==> src/rtl/imem_arbiter.sv <==
// imem_arbiter: shares the instruction memory read port between
// the fetch unit (F) and the debug port (D), one read at a time.
module imem_arbiter #(
    parameter int ADDR_WIDTH = 32,
    parameter int DATA_WIDTH = 32,
    parameter int MAX_WAIT   = 4
) (
    input  logic                  clk,
    input  logic                  rst_n,
    input  logic                  f_req_valid,
    output logic                  f_req_ready,
    input  logic [ADDR_WIDTH-1:0] f_req_addr,
    input  logic                  f_flush,
    output logic                  f_resp_valid,
    input  logic                  f_resp_ready,
    output logic [DATA_WIDTH-1:0] f_resp_data,
    input  logic                  d_req_valid,
    output logic                  d_req_ready,
    input  logic [ADDR_WIDTH-1:0] d_req_addr,
    output logic                  d_resp_valid,
    input  logic                  d_resp_ready,
    output logic [DATA_WIDTH-1:0] d_resp_data,
    output logic [ADDR_WIDTH-1:0] mem_addr,
    input  logic [DATA_WIDTH-1:0] mem_rdata,
    output logic                  busy
);

    typedef enum logic [1:0] {
        IDLE,
        READ,
        RESP
    } state_t;

    state_t                state_q;
    state_t                state_nx;
    logic                  owner_q;
    logic [ADDR_WIDTH-1:0] addr_q;
    logic [DATA_WIDTH-1:0] data_q;
    logic [3:0]            wait_q;

    logic d_pri;
    logic grant_f;
    logic grant_d;
    logic f_hs;
    logic d_hs;
    logic f_kill;
    logic f_done;
    logic d_done;

    // Arbitration, handshakes, flush and response channel decode
    always_comb begin
        d_pri   = wait_q >= 4'(MAX_WAIT);
        grant_d = d_req_valid && (!f_req_valid || d_pri);
        grant_f = f_req_valid && !grant_d;

        f_req_ready = rst_n && (state_q == IDLE) && grant_f;
        d_req_ready = rst_n && (state_q == IDLE) && grant_d;
        f_hs        = f_req_valid && f_req_ready;
        d_hs        = d_req_valid && d_req_ready;

        // A flush coinciding with a consumed response lets it complete.
        f_kill = !owner_q && f_flush
              && ((state_q == READ)
              || ((state_q == RESP) && !f_resp_ready));

        f_resp_valid = (state_q == RESP) && !owner_q && !f_kill;
        d_resp_valid = (state_q == RESP) && owner_q;
        f_resp_data  = f_resp_valid ? data_q : '0;
        d_resp_data  = d_resp_valid ? data_q : '0;

        f_done = f_resp_valid && f_resp_ready;
        d_done = d_resp_valid && d_resp_ready;

        mem_addr = addr_q;
        busy     = state_q != IDLE;
    end

    // Next-state logic
    always_comb begin
        state_nx = state_q;
        unique case (state_q)
            IDLE: if (f_hs || d_hs) state_nx = READ;
            READ: state_nx = f_kill ? IDLE : RESP;
            RESP: if (f_kill || f_done || d_done) state_nx = IDLE;
            default: state_nx = IDLE;
        endcase
    end

    // State, request capture, read data capture and starvation counter
    always_ff @(posedge clk or negedge rst_n) begin
        if (!rst_n) begin
            state_q <= IDLE;
            owner_q <= 1'b0;
            addr_q  <= '0;
            data_q  <= '0;
            wait_q  <= '0;
        end else begin
            state_q <= state_nx;
            if ((state_q == IDLE) && (f_hs || d_hs)) begin
                owner_q <= d_hs;
                addr_q  <= d_hs
                         ? {d_req_addr[ADDR_WIDTH-1:2], 2'b00}
                         : {f_req_addr[ADDR_WIDTH-1:2], 2'b00};
                if (d_hs) begin
                    wait_q <= '0;
                end else if (d_req_valid && (wait_q != 4'hF)) begin
                    wait_q <= wait_q + 4'd1;
                end
            end
            if ((state_q == READ) && !f_kill) begin
                data_q <= mem_rdata;
            end
        end
    end

endmodule

==> config.mk <==
export PLATFORM = sky130hd
export DESIGN_NAME = imem_arbiter
export DESIGN_NICKNAME = d
export VERILOG_FILES = /design/src/rtl/imem_arbiter.sv
export SDC_FILE = /design/constraint.sdc
export NUM_CORES = 1
export LEC_CHECK = 0
export ABC_AREA = 1
export BUFFER_PORTS_ARGS = -buffer_cell sky130_fd_sc_hd__buf_2
export CAP_MARGIN = 25
export CORE_MARGIN = 2
export CORE_UTILIZATION = 40
export CTS_CLUSTER_DIAMETER = 80
export DETAILED_ROUTE_END_ITERATION = 12
export GPL_TIMING_DRIVEN = 0
export PLACE_DENSITY_LB_ADDON = 0.3
export SYNTH_ARGS = -nofsm -noshare
export SYNTH_HDL_FRONTEND = slang
export SYNTH_SLANG_ARGS = --single-unit
==> constraint.sdc <==
create_clock -name clk -period 1.15 [get_ports clk]
set_input_delay 0.115 -clock clk [delete_from_list [all_inputs] [get_ports clk]]
set_output_delay 0.115 -clock clk [all_outputs]
set_load 0.02 [all_outputs]
Word level (Yosys, flattened, before mapping)
Index checks and enable logic that the tools add are counted.

word-level totals
  register bits = 71
  output and inout bits = 101
  logic and storage cells = 54

cells by class
  add/sub/neg operators = 1
  $lt $le $gt $ge = 1
  equality and inequality tests = 5
  multiplexer cells = 9
  reduce and logical (&&, ||, !) cells = 33

operator list
  cell                 number
  $mux 32              3
  $logic_and 1x1->1    18
  $mux 4               2
  $mux 2               3
  $pmux 2 s3           1
  $logic_not 1->1      5
  $logic_or 1x1->1     5
  $add 4x1->4 const B  1
  $ge 4x3->1 const B   1
  $ne 2x1->1 const B   2
  $ne 4x4->1 const B   1
  $reduce_and 2->1     2
  $reduce_bool 2->1    2
  $eq 2x1->1 const B   1
  $eq 2x2->1 const B   1
  $logic_not 2->1      1

Depth between registers and ports, before layout
Gate-level depths: netlist (run 1).

  word-level depth = 11
  mapped depth = 7

Least setup slack after synthesis (run 1)
No wires, ideal clock.

  path type = flip-flop to output port
  start = register state_q[0]
  end = output port f_resp_data[4]
  data arrival time = 1.419 ns
  data required time = 1.035 ns
  slack = -0.384 ns
  cell stages (with the launch flop) = 7
  path buffers = 1
  path through = dfrtp_1 -> nor2_4 -> o21ai_2 -> nor2_2 -> inv_2 -> buf_6 -> nor2_1

on the way
  word-level cells in the longest chain between the ends = 7
  elaborated cells between the ends (all ways) = 9

ends and longest elaborated chain
  element                 RTL line  source
  start, declared         34        state_t state_q;
  start signal, assigned  98        state_q <= state_nx;
  $eq 2x2->1              64, 66
  $logic_and 1x1->1       64        || ((state_q == RESP) && !f_resp_ready));
  $logic_or 1x1->1        64
  $logic_and 1x1->1       63        && ((state_q == READ)
  $logic_not 1->1         66        f_resp_valid = (state_q == RESP) && !owner_q && !f_kill;
  $logic_and 1x1->1 *     66
  named net f_resp_valid  14        output logic f_resp_valid,
  $mux 32 *               68        f_resp_data = f_resp_valid ? data_q : '0;
  end, declared           16        output logic [DATA_WIDTH-1:0] f_resp_data,

The timed path passes the listed nets; every way through them passes the cells marked *.

Final worst setup path (run 1)
  start = register state_q[0]
  end = output port f_resp_data[31]

on the way
  word-level cells in the longest chain between the ends = 7
  elaborated cells between the ends (all ways) = 9

ends and longest elaborated chain
  element              RTL line
  $eq 2x2->1           64, 66
  $logic_and 1x1->1    64
  $logic_or 1x1->1     64
  $logic_and 1x1->1    63
  $logic_not 1->1      66
  $logic_and 1x1->1 *  66
  $mux 32 *            68

Every way passes the cells marked *; elsewhere a longest branch is shown, timed or not.

==> impl_metrics.toml, run 1 <==
[critical_path]
start_kind = "flop"
worstPathMaxFanout = 5
critical_path_class = "reg -> out"
worstPathRequired_ns = 1.03
endpoint_kind = "output port"
worstReg2RegStart = "wait_q[3]"
worst-r2r-setup-slack_ns = -0.44
worstPathArrival_ns = 1.68
reg2reg_depth = 9
rr_endpoint = "mem_addr[15]"

[drt]
antenna_left = 0
drc = 0
dr.pass1.iters = 4
wl_per_cell_um = 20.1
routed_wl_mm = 16.4
vias_per_cell = 5.43
vias = 4435
drt_iter0_drc = 200

[die]
ios = 204
core_region_area_um2 = 8300
die_h_um = 96.9
rows = 33
die_w_um = 96.9
die_area_um2 = 9390
initial_core_util = 0.416

[power]
switching_share = 0.469
power_density_nw_per_um2 = 2240
power.total_w = 0.0163
seq_power_share = 0.263
pwr-share-comb = 0.631
p_clk_frac = 0.106
max-vdd-ir-drop_mv = 1.41
internal_power_w = 0.00866
p_sw_w = 0.00765
leakage_nw = 3.66

[logic_synthesis]
synth-edff-count = 0
synthDistinctLibCells = 23
synth_top_area_frac = 0.500
synth_top_flop_cell = "dfrtp_1"
yosysSeqAreaShare = 0.500
synthArstFlopShare = 1.00
ys_ff_latch = 69
syn_inst = 427
syn_avg_cell_area_um2 = 8.08
ys_top_cells_by_area = "dfrtp_1 50%, nor2_1 10%, nand3_1 9.9%"
synth_area_leader_cell = "dfrtp_1"
yosys_warnings = 0
synth_commonest_cells = "93 x nor2_1, 71 x nand2_1, 69 x dfrtp_1, 68 x nand3_1, 39 x inv_1"
syn_area_um2 = 3450
yosysMostFrequentCell = "nor2_1"

[cells_and_area]
drive_above_1_share = 0.702
stdcell_area_um2 = 7290
diodes = 0
regArea_um2 = 1730
fill_cells = 334
finalNetCount = 812
stdcell_count = 817
multi_input_area_um2 = 2470
syn_to_final_growth_pct = 111

[clocking]
root_buffer = "clkbuf_8"
clk_pin_slew_ns = 0.07
cts_tree = "yes"
holdBufCountCts = 30
clk_latency_ns = 0.35
cts.htree.levels = 3
cts_made_buffers = 9
cts.path.max_buffers = 2
clock-sinks = 69

[outcome]
outcome = "finished with violations"
violations = "hold timing, setup timing"

[global_route]
antenna_found_initial = 0
grt_pass1_vias = 4329
grt_first_pass_wirelength_mm = 21.7
grt_max_degree = 73
grt.overflow.total = 0
grt_usage = 0.284

[timing]
setup_viol = 138
max_freq_mhz = 559
setup_slack_ns = -0.640
min_period_ns = 1.79
rsz0062_at_grt = "yes"
fin_worst_skew_ns = 0.0167
fin_crit_sh = 1.56
slew_viol_final = 0
hold_slack_ns = -0.428
finalHoldViolations = 69

[placement]
pre_cts_ws_ns = -0.371
io_buffer_count = 197
post_dp_cell_area_um2 = 4970
place_congestion = 0.824
placed_cells = 731
hpwl_mm = 7.62

[hold_path]
hold_class = "in -> async"

[run]
drv_cap = 0
[how the worst max path moves through the flow]
stage               startpoint         endpoint  slack, ns  cells past startpoint
floorplan           state_q[0]  f_resp_data[10]      -0.17                      6
global placement         rst_n     mem_addr[25]      -1.12                      6
detailed placement     owner_q  f_resp_data[12]      -0.37                      8
CTS                 state_q[0]  f_resp_data[24]      -0.59                      7
global route        state_q[0]  f_resp_data[31]      -0.69                      7
finish              state_q[0]  f_resp_data[31]      -0.64                      7
[state kept, by name, summed over array words and instances, names as in the netlist]
name,flops
mem_addr,30
state_q,2
owner_q,1
data_q,32
wait_q,4
[per-stage QoR]
step	TNS, ns	utilization
global route	-63.83	0.879
global placement	-95.19	0.595
CTS	-52.13	0.769
finish	-55.65	0.879
floorplan	-7.14	-
detailed placement	-29.45	0.599
[routing by layer]
metal  vias to the layer above  GRT usage  part of all wire
met2                       321      0.499              0.52
met4                         0      0.116             0.036
met1                      2151      0.330              0.35
li1                       1906          -                 -
met5                         -          0                 0
met3                        57     0.0715             0.092
[kinds of logic (layout without fill, tap and decap cells)]
family,Yosys count,after routing,synth area share
AND/OR/NAND/NOR,248,248,0.312
buffers and inverters,70,354,0.112
flip-flops,69,69,0.500
AO/OA/AOI/OAI,37,37,0.0678
adder cells (fa/ha/maj),1,1,0.00363
other,1,2,0.00109
XOR/XNOR,1,1,0.00254
[placed cells by master (no fill, tap or decap), types with 2 or more instances in the layout]
cell             n
a21oi_2         29
a21oi_4          4
buf_12          14
buf_16           6
buf_2          127
buf_4           46
buf_6           61
buf_8            9
clkbuf_1         3
clkbuf_16        3
clkbuf_8        10
clkinv_2         2
conb_1           2
dfrtp_1         67
dfrtp_2          2
dlygate4sd3_1   30
inv_1           36
inv_2            4
nand2_1         26
nand2_2         32
nand2_4         14
nand2_8          2
nand3_1         32
nand3_2         37
nor2_1          13
nor2_2           9
nor2_4          81
[worst max-delay path, cell delays in order (launching register included)]
cell and delay (ns):
dfrtp_2 0.43, nor2_4 0.15, o21ai_4 0.08, nor2_4 0.14, inv_6 0.09, buf_4 0.16
nor2_1 0.12, buf_4 0.16
[layout make-up]
type / count / share of cell area
multi-input cells: 289 / 0.339
repair buffers: 270 / 0.306
flip-flops and latches: 69 / 0.237
plain buffers: 26 / 0.0533
inverters: 43 / 0.0249
clock buffers: 13 / 0.0204
well taps: 105 / 0.0180
clock inverters: 2 / 0.00137
[what timing repair did]
item,CTS,global route
hold endpoints to repair,98,69
buffers inserted,19,11
gates cloned,12,3
resized for setup,195,209
setup endpoints to repair,137,138
pin swaps,18,48
[power groups by stage]
stage | Clock, W | Combinational (W) | Sequential, W
4_1_cts | 0.00174 | 0.00836 | 0.00401
5_1_grt | 0.00185 | 0.0108 | 0.00437
3_3_place_gp | 0 | 0.00624 | 0.00401
3_5_place_dp | 0 | 0.00643 | 0.00404
6_report | 0.00174 | 0.0103 | 0.00429
2_1_floorplan | 0 | 0.00395 | 0.00461
Power figures use the tool's default switching activity.
==> run 2: changes to the inputs <==
--- a/config.mk
+++ b/config.mk
@@ -5,7 +5,6 @@
 export SDC_FILE = /design/constraint.sdc
 export NUM_CORES = 1
 export LEC_CHECK = 0
-export ABC_AREA = 1
 export BUFFER_PORTS_ARGS = -buffer_cell sky130_fd_sc_hd__buf_2
 export CAP_MARGIN = 25
 export CORE_MARGIN = 2
@@ -13,7 +12,7 @@
 export CTS_CLUSTER_DIAMETER = 80
 export DETAILED_ROUTE_END_ITERATION = 12
 export GPL_TIMING_DRIVEN = 0
-export PLACE_DENSITY_LB_ADDON = 0.3
+export PLACE_DENSITY = 0.77
 export SYNTH_ARGS = -nofsm -noshare
 export SYNTH_HDL_FRONTEND = slang
 export SYNTH_SLANG_ARGS = --single-unit
==> run 2 against run 1 <==
  * The flow still finishes with violations (hold timing, setup timing)
  * Global-route usage decreased by 0.80 points
  * Maximum frequency decreased by 0.56%
  * Clock-buffer cell count decreased by 1
  * Critical endpoint is now d_req_ready
  * Worst setup slack got worse by 0.010 ns
  * Clock skew decreased by 0.011 ns
  * Sequential cell count unchanged
  * Highest routed layer unchanged
  * Largest power group unchanged
==> impl_metrics.toml, run 2 <==
[logic_synthesis]
syn_inst = 321
ys_top_cells_by_area = "dfrtp_1 49%, and2_1 11%, mux2_2 9.5%"
syn_avg_cell_area_um2 = 11.1
synth_commonest_cells = "69 x dfrtp_1, 64 x and2_1, 32 x nand2b_1"
synth_top_flop_cell = "dfrtp_1"
yosysSeqAreaShare = 0.486
synth_top_area_frac = 0.486
ys_ff_latch = 69
synthDistinctLibCells = 32
synth-edff-count = 0
yosys_warnings = 0
synth_area_leader_cell = "dfrtp_1"
syn_area_um2 = 3550
synthArstFlopShare = 1.00
yosysMostFrequentCell = "dfrtp_1"

[drt]
dr.pass1.iters = 4
antenna_left = 0
drt_iter0_drc = 93
vias = 3699
vias_per_cell = 5.35
routed_wl_mm = 13.7
wl_per_cell_um = 19.8
drc = 0

[clocking]
clock-sinks = 69
clk_pin_slew_ns = 0.08
cts.htree.levels = 3
root_buffer = "clkbuf_8"
clk_latency_ns = 0.33
cts_made_buffers = 9
cts.path.max_buffers = 2
cts_tree = "yes"

[timing]
setup_slack_ns = -0.650
fin_crit_sh = 1.57
setup_viol = 138
max_slew_margin = 0.569
worstMarginPinSlew_ns = 0.647
fin_worst_skew_ns = 0.00606
setup_tns_ns = -69.23
slew_viol_final = 0
rsz0062_at_grt = "yes"
min_period_ns = 1.80
max_freq_mhz = 556
finalHoldViolations = 69
hold_slack_ns = -0.213

[global_route]
grt_usage = 0.276
grt_pass1_vias = 4009
grt_first_pass_wirelength_mm = 21.4
grt_max_degree = 72
grt.overflow.total = 0
antenna_found_initial = 0

[die]
ios = 204
initial_core_util = 0.409
die_area_um2 = 9650
core_region_area_um2 = 8680
rows = 34
die_w_um = 98.3
die_h_um = 98.3

[run]
drv_cap = 0

[cells_and_area]
drive_above_1_share = 0.707
largest_reg_flops = 32
mostFrequentLayoutCells = "126 x buf_2, 83 x buf_6, 67 x dfrtp_1"
fin_util = 0.757
finalNetCount = 682
diodes = 0
largest-register = "data_q"
final_common_cell = "buf_2"
syn_to_final_growth_pct = 84.9

[power]
power.total_w = 0.0146
leakage_nw = 3.05
max-vdd-ir-drop_mv = 1.51
power_density_nw_per_um2 = 2230

[placement]
io_buffer_count = 196
place_congestion = 0.820
hpwl_mm = 7.63
pre_cts_ws_ns = -1.13

[critical_path]
worstPathArrival_ns = 1.69
critical_path_class = "reg -> out"
endpoint_kind = "output port"
start_kind = "flop"
worstPathMaxFanout = 5
worstPathRequired_ns = 1.03

[outcome]
outcome = "finished with violations"
violations = "hold timing, setup timing"

[hold_path]
hold_class = "in -> async"
run 2: what timing repair did:
action | 4_1_cts | 5_1_grt
pin swaps | 36 | 5
endpoints found under the hold margin | 76 | 78
cloned | 9 | 0
endpoints found under the setup margin | 137 | 138
hold buffers | 7 | 9
buffers inserted | 20 | 8
resized for setup | 291 | 43
run 2: critical path, cell delays in order (launching register included):
cell and delay (ns):
dfrtp_2 0.45, or3b_1 0.37, buf_6 0.14, nor3b_4 0.23
buf_6 0.16
run 2: path summary, 6_finish.rpt:
kind	startpoint	endpoint	slack, ns	depth (start not counted)
min	rst_n	mem_addr[10]	-0.21	1
min reg2reg	mem_addr[19]	mem_addr[19]	0.53	1
max reg2reg	state_q[1]	mem_addr[20]	-0.56	7
max in group asynchronous	rst_n	state_q[1]	0.90	1
min in group clk	mem_rdata[7]	data_q[7]	0.02	2
max	state_q[1]	d_req_ready	-0.65	4
run 2: cells by family after synthesis:
family	count (synthesis)	synth area share
simple gates	113	0.197
compound gates	72	0.171
flops	69	0.486
buf+inv	33	0.0394
mux	32	0.101
fa+ha+maj	1	0.00352
other cells	1	0.00106
run 2: area by class of cell:
class	count	area, µm²
Multi-Input combinational cell	220	2270
Fill cell	549	2110
Timing Repair Buffer	247	1990
Sequential cell	69	1730
Buffer	29	248
Clock buffer	12	145
Tap cell	108	135
Clock inverter	4	47.5
Inverter	2	7.51
run 2: metal layers:
layer / track usage / up-vias / wire, µm
li1: - / 1669 / -
met1: 0.333 / 1819 / 5450
met2: 0.485 / 191 / 7130
met3: 0.0737 / 20 / 920
met4: 0.0832 / 0 / 193
met5: 0 / - / 0
run 2: where the power goes:
group | total (W) | internal, W | switching (W)
Combinational | 0.00798 | 0.00446 | 0.00351
Clock | 0.00197 | 0.00106 | 0.000908
Sequential | 0.00470 | 0.00361 | 0.00110
run 2: through the flow:
| stage | hold slack (ns) | cells | cell area [µm²] |
|---|---|---|---|
| after CTS | -0.201 | 678 | 6320 |
| after floorplan | -0.181 | 322 | 3730 |
| final | -0.213 | 691 | 6570 |
| after detailed placement | 0.298 | 626 | 4840 |
| after global placement | 0.345 | 626 | 4840 |
| after global routing | -0.193 | 691 | 6570 |
==> run 3: changes to the inputs <==
--- a/config.mk
+++ b/config.mk
@@ -8,11 +8,11 @@
 export BUFFER_PORTS_ARGS = -buffer_cell sky130_fd_sc_hd__buf_2
 export CAP_MARGIN = 25
 export CORE_MARGIN = 2
-export CORE_UTILIZATION = 40
+export CORE_UTILIZATION = 44
 export CTS_CLUSTER_DIAMETER = 80
 export DETAILED_ROUTE_END_ITERATION = 12
 export GPL_TIMING_DRIVEN = 0
-export PLACE_DENSITY = 0.77
+export PLACE_DENSITY = 0.8
 export SYNTH_ARGS = -nofsm -noshare
 export SYNTH_HDL_FRONTEND = slang
 export SYNTH_SLANG_ARGS = --single-unit
==> constraint.sdc (replaced) <==
create_clock -name clk -period 1.82 [get_ports clk]
set_input_delay 0.182 -clock clk [delete_from_list [all_inputs] [get_ports clk]]
set_output_delay 0.182 -clock clk [all_outputs]
set_load 0.02 [all_outputs]
==> run 3 against run 2 <==
  * The run still ends with hold timing, setup timing left
  * Sequential share of layout area up 5.3 points
  * Hold slack better by 0.011 ns
  * Worst setup slack better by 0.63 ns
  * Clock power down 38%
  * Die area down 8.7%
  * Combinational power down 54%
  * Global-route usage down 6.1 points
  * Cell count down 6.2%
  * Non-clock buffer count down 37
==> impl_metrics.toml, run 3 (same netlist as run 2, synthesis figures left out) <==
[timing]
setup_viol = 13
max_slew_margin = 0.658
fin_crit_sh = 1.01
fin_worst_skew_ns = 0.0176
finalHoldViolations = 69
slew_viol_final = 0
min_period_ns = 1.84
setup_slack_ns = -0.0215
worstMarginPinSlew_ns = 0.513
max_freq_mhz = 543
rsz0062_at_grt = "yes"
hold_slack_ns = -0.203

[placement]
place_congestion = 0.838
post_dp_cell_area_um2 = 4670
hpwl_mm = 7.15
io_buffer_count = 196

[clocking]
clock-sinks = 69
clk_latency_ns = 0.34
root_buffer = "clkbuf_8"
cts.htree.levels = 3
cts_tree = "yes"
cts.path.max_buffers = 2
cts_made_buffers = 9
clk_pin_slew_ns = 0.09

[global_route]
grt_pass1_vias = 3233
grt_usage = 0.215
antenna_found_initial = 0
grt.overflow.total = 0
grt_first_pass_wirelength_mm = 15.0
grt_max_degree = 72

[critical_path]
max_stage_delay_ns = 0.45
critPathTopFamily = "simple AND/OR/NAND/NOR gates"
worstReg2RegStart = "state_q[1]"
worstPathArrival_ns = 1.66
worstPathMaxFanout = 6
cp_num_cells = 4
rr_endpoint = "data_q[11]"
crit_slowest_cell = "dfrtp_2"
crit_chain = "or3b_4 -> buf_6 -> nor3b_4 -> buf_6"
critPathBufInv = 2
worstPathRequired_ns = 1.64
cp-startpoint = "state_q[1]"
crit_top_cell = "buf_6"
critical_path_class = "reg -> out"
start_kind = "flop"
cp-endpoint = "d_req_ready"
reg2reg_depth = 4
worst-r2r-setup-slack_ns = 0.08
endpoint_kind = "output port"

[cells_and_area]
regArea_um2 = 1730
multi_input_area_um2 = 1830
largest-register = "data_q"
fin_util = 0.705
finalNetCount = 645
largest_reg_flops = 32
stdcell_area_um2 = 5480
mostFrequentLayoutCells = "145 x buf_2, 67 x dfrtp_1, 39 x buf_6"
drive_above_1_share = 0.568
final_common_cell = "buf_2"
diodes = 0
syn_to_final_growth_pct = 54.1
fill_cells = 566

[power]
max-vdd-ir-drop_mv = 0.768
leakage_nw = 2.61
power_density_nw_per_um2 = 1410
power.total_w = 0.00770

[drt]
dr.pass1.iters = 4
routed_wl_mm = 10.6
vias_per_cell = 5.27
drt_iter0_drc = 144
drc = 0
antenna_left = 0
vias = 3413
wl_per_cell_um = 16.4

[die]
rows = 32
ios = 204
core_region_area_um2 = 7770
initial_core_util = 0.457
die_h_um = 93.9
die_area_um2 = 8810
die_w_um = 93.9

[outcome]
outcome = "finished with violations"
violations = "hold timing, setup timing"

[hold_path]
hold_class = "in -> async"

[run]
drv_cap = 0
[run 3: stage by stage]
step,hold WS (ns),std cells,setup TNS (ns),worst slack (ns)
detailed placement,0.358,620,-21.15,-0.479
global route,-0.175,648,-2.04,-0.0969
finish,-0.203,648,-0.141,-0.0215
global placement,0.382,620,-36.96,-0.935
CTS,-0.195,640,-0.0344,-0.0344
floorplan,-0.114,322,0,0.0666
[run 3: power by group]
group          total (W)  internal [W]  leakage (nW)  switching (W)
registers        0.00278       0.00228         0.786       0.000506
clock network    0.00123      0.000668        0.0964       0.000559
logic            0.00369       0.00184          1.73        0.00184
total            0.00770       0.00479          2.61        0.00291
[run 3: final cells by class]
class,instances,area share
well taps,102,0.0233
flip-flops and latches,69,0.316
inverters,2,0.00137
plain buffers,30,0.0345
clock inverters,4,0.00868
clock buffers,12,0.0265
repair buffers,209,0.256
multi-input cells,220,0.334
[run 3: worst min path at each step]
stage,from,endpoint,slack (ns),depth (start not counted)
final,rst_n,data_q[23],-0.20,1
after global placement,f_flush,state_q[1],0.38,2
after CTS,rst_n,mem_addr[20],-0.20,1
after floorplan,rst_n,data_q[0],-0.11,0
after detailed placement,rst_n,mem_addr[20],0.36,1
after global routing,rst_n,data_q[22],-0.18,1
[run 3: what timing repair did]
item | in CTS | in global routing
endpoints found under the hold margin | 69 | 69
setup endpoints to repair | 99 | 90
pin swaps | 3 | 5
cloned | 0 | 4
resized for setup | 38 | 132
buffers inserted | 4 | 5
[run 3: routing by layer]
| layer | vias up | share of wire | routed length [µm] | track usage |
|---|---|---|---|---|
| li1 | 1598 | - | - | - |
| met1 | 1642 | 0.40 | 4220 | 0.267 |
| met2 | 139 | 0.52 | 5510 | 0.370 |
| met3 | 34 | 0.047 | 503 | 0.0321 |
| met4 | 0 | 0.036 | 378 | 0.0978 |
| met5 | - | 0 | 0 | 0 |
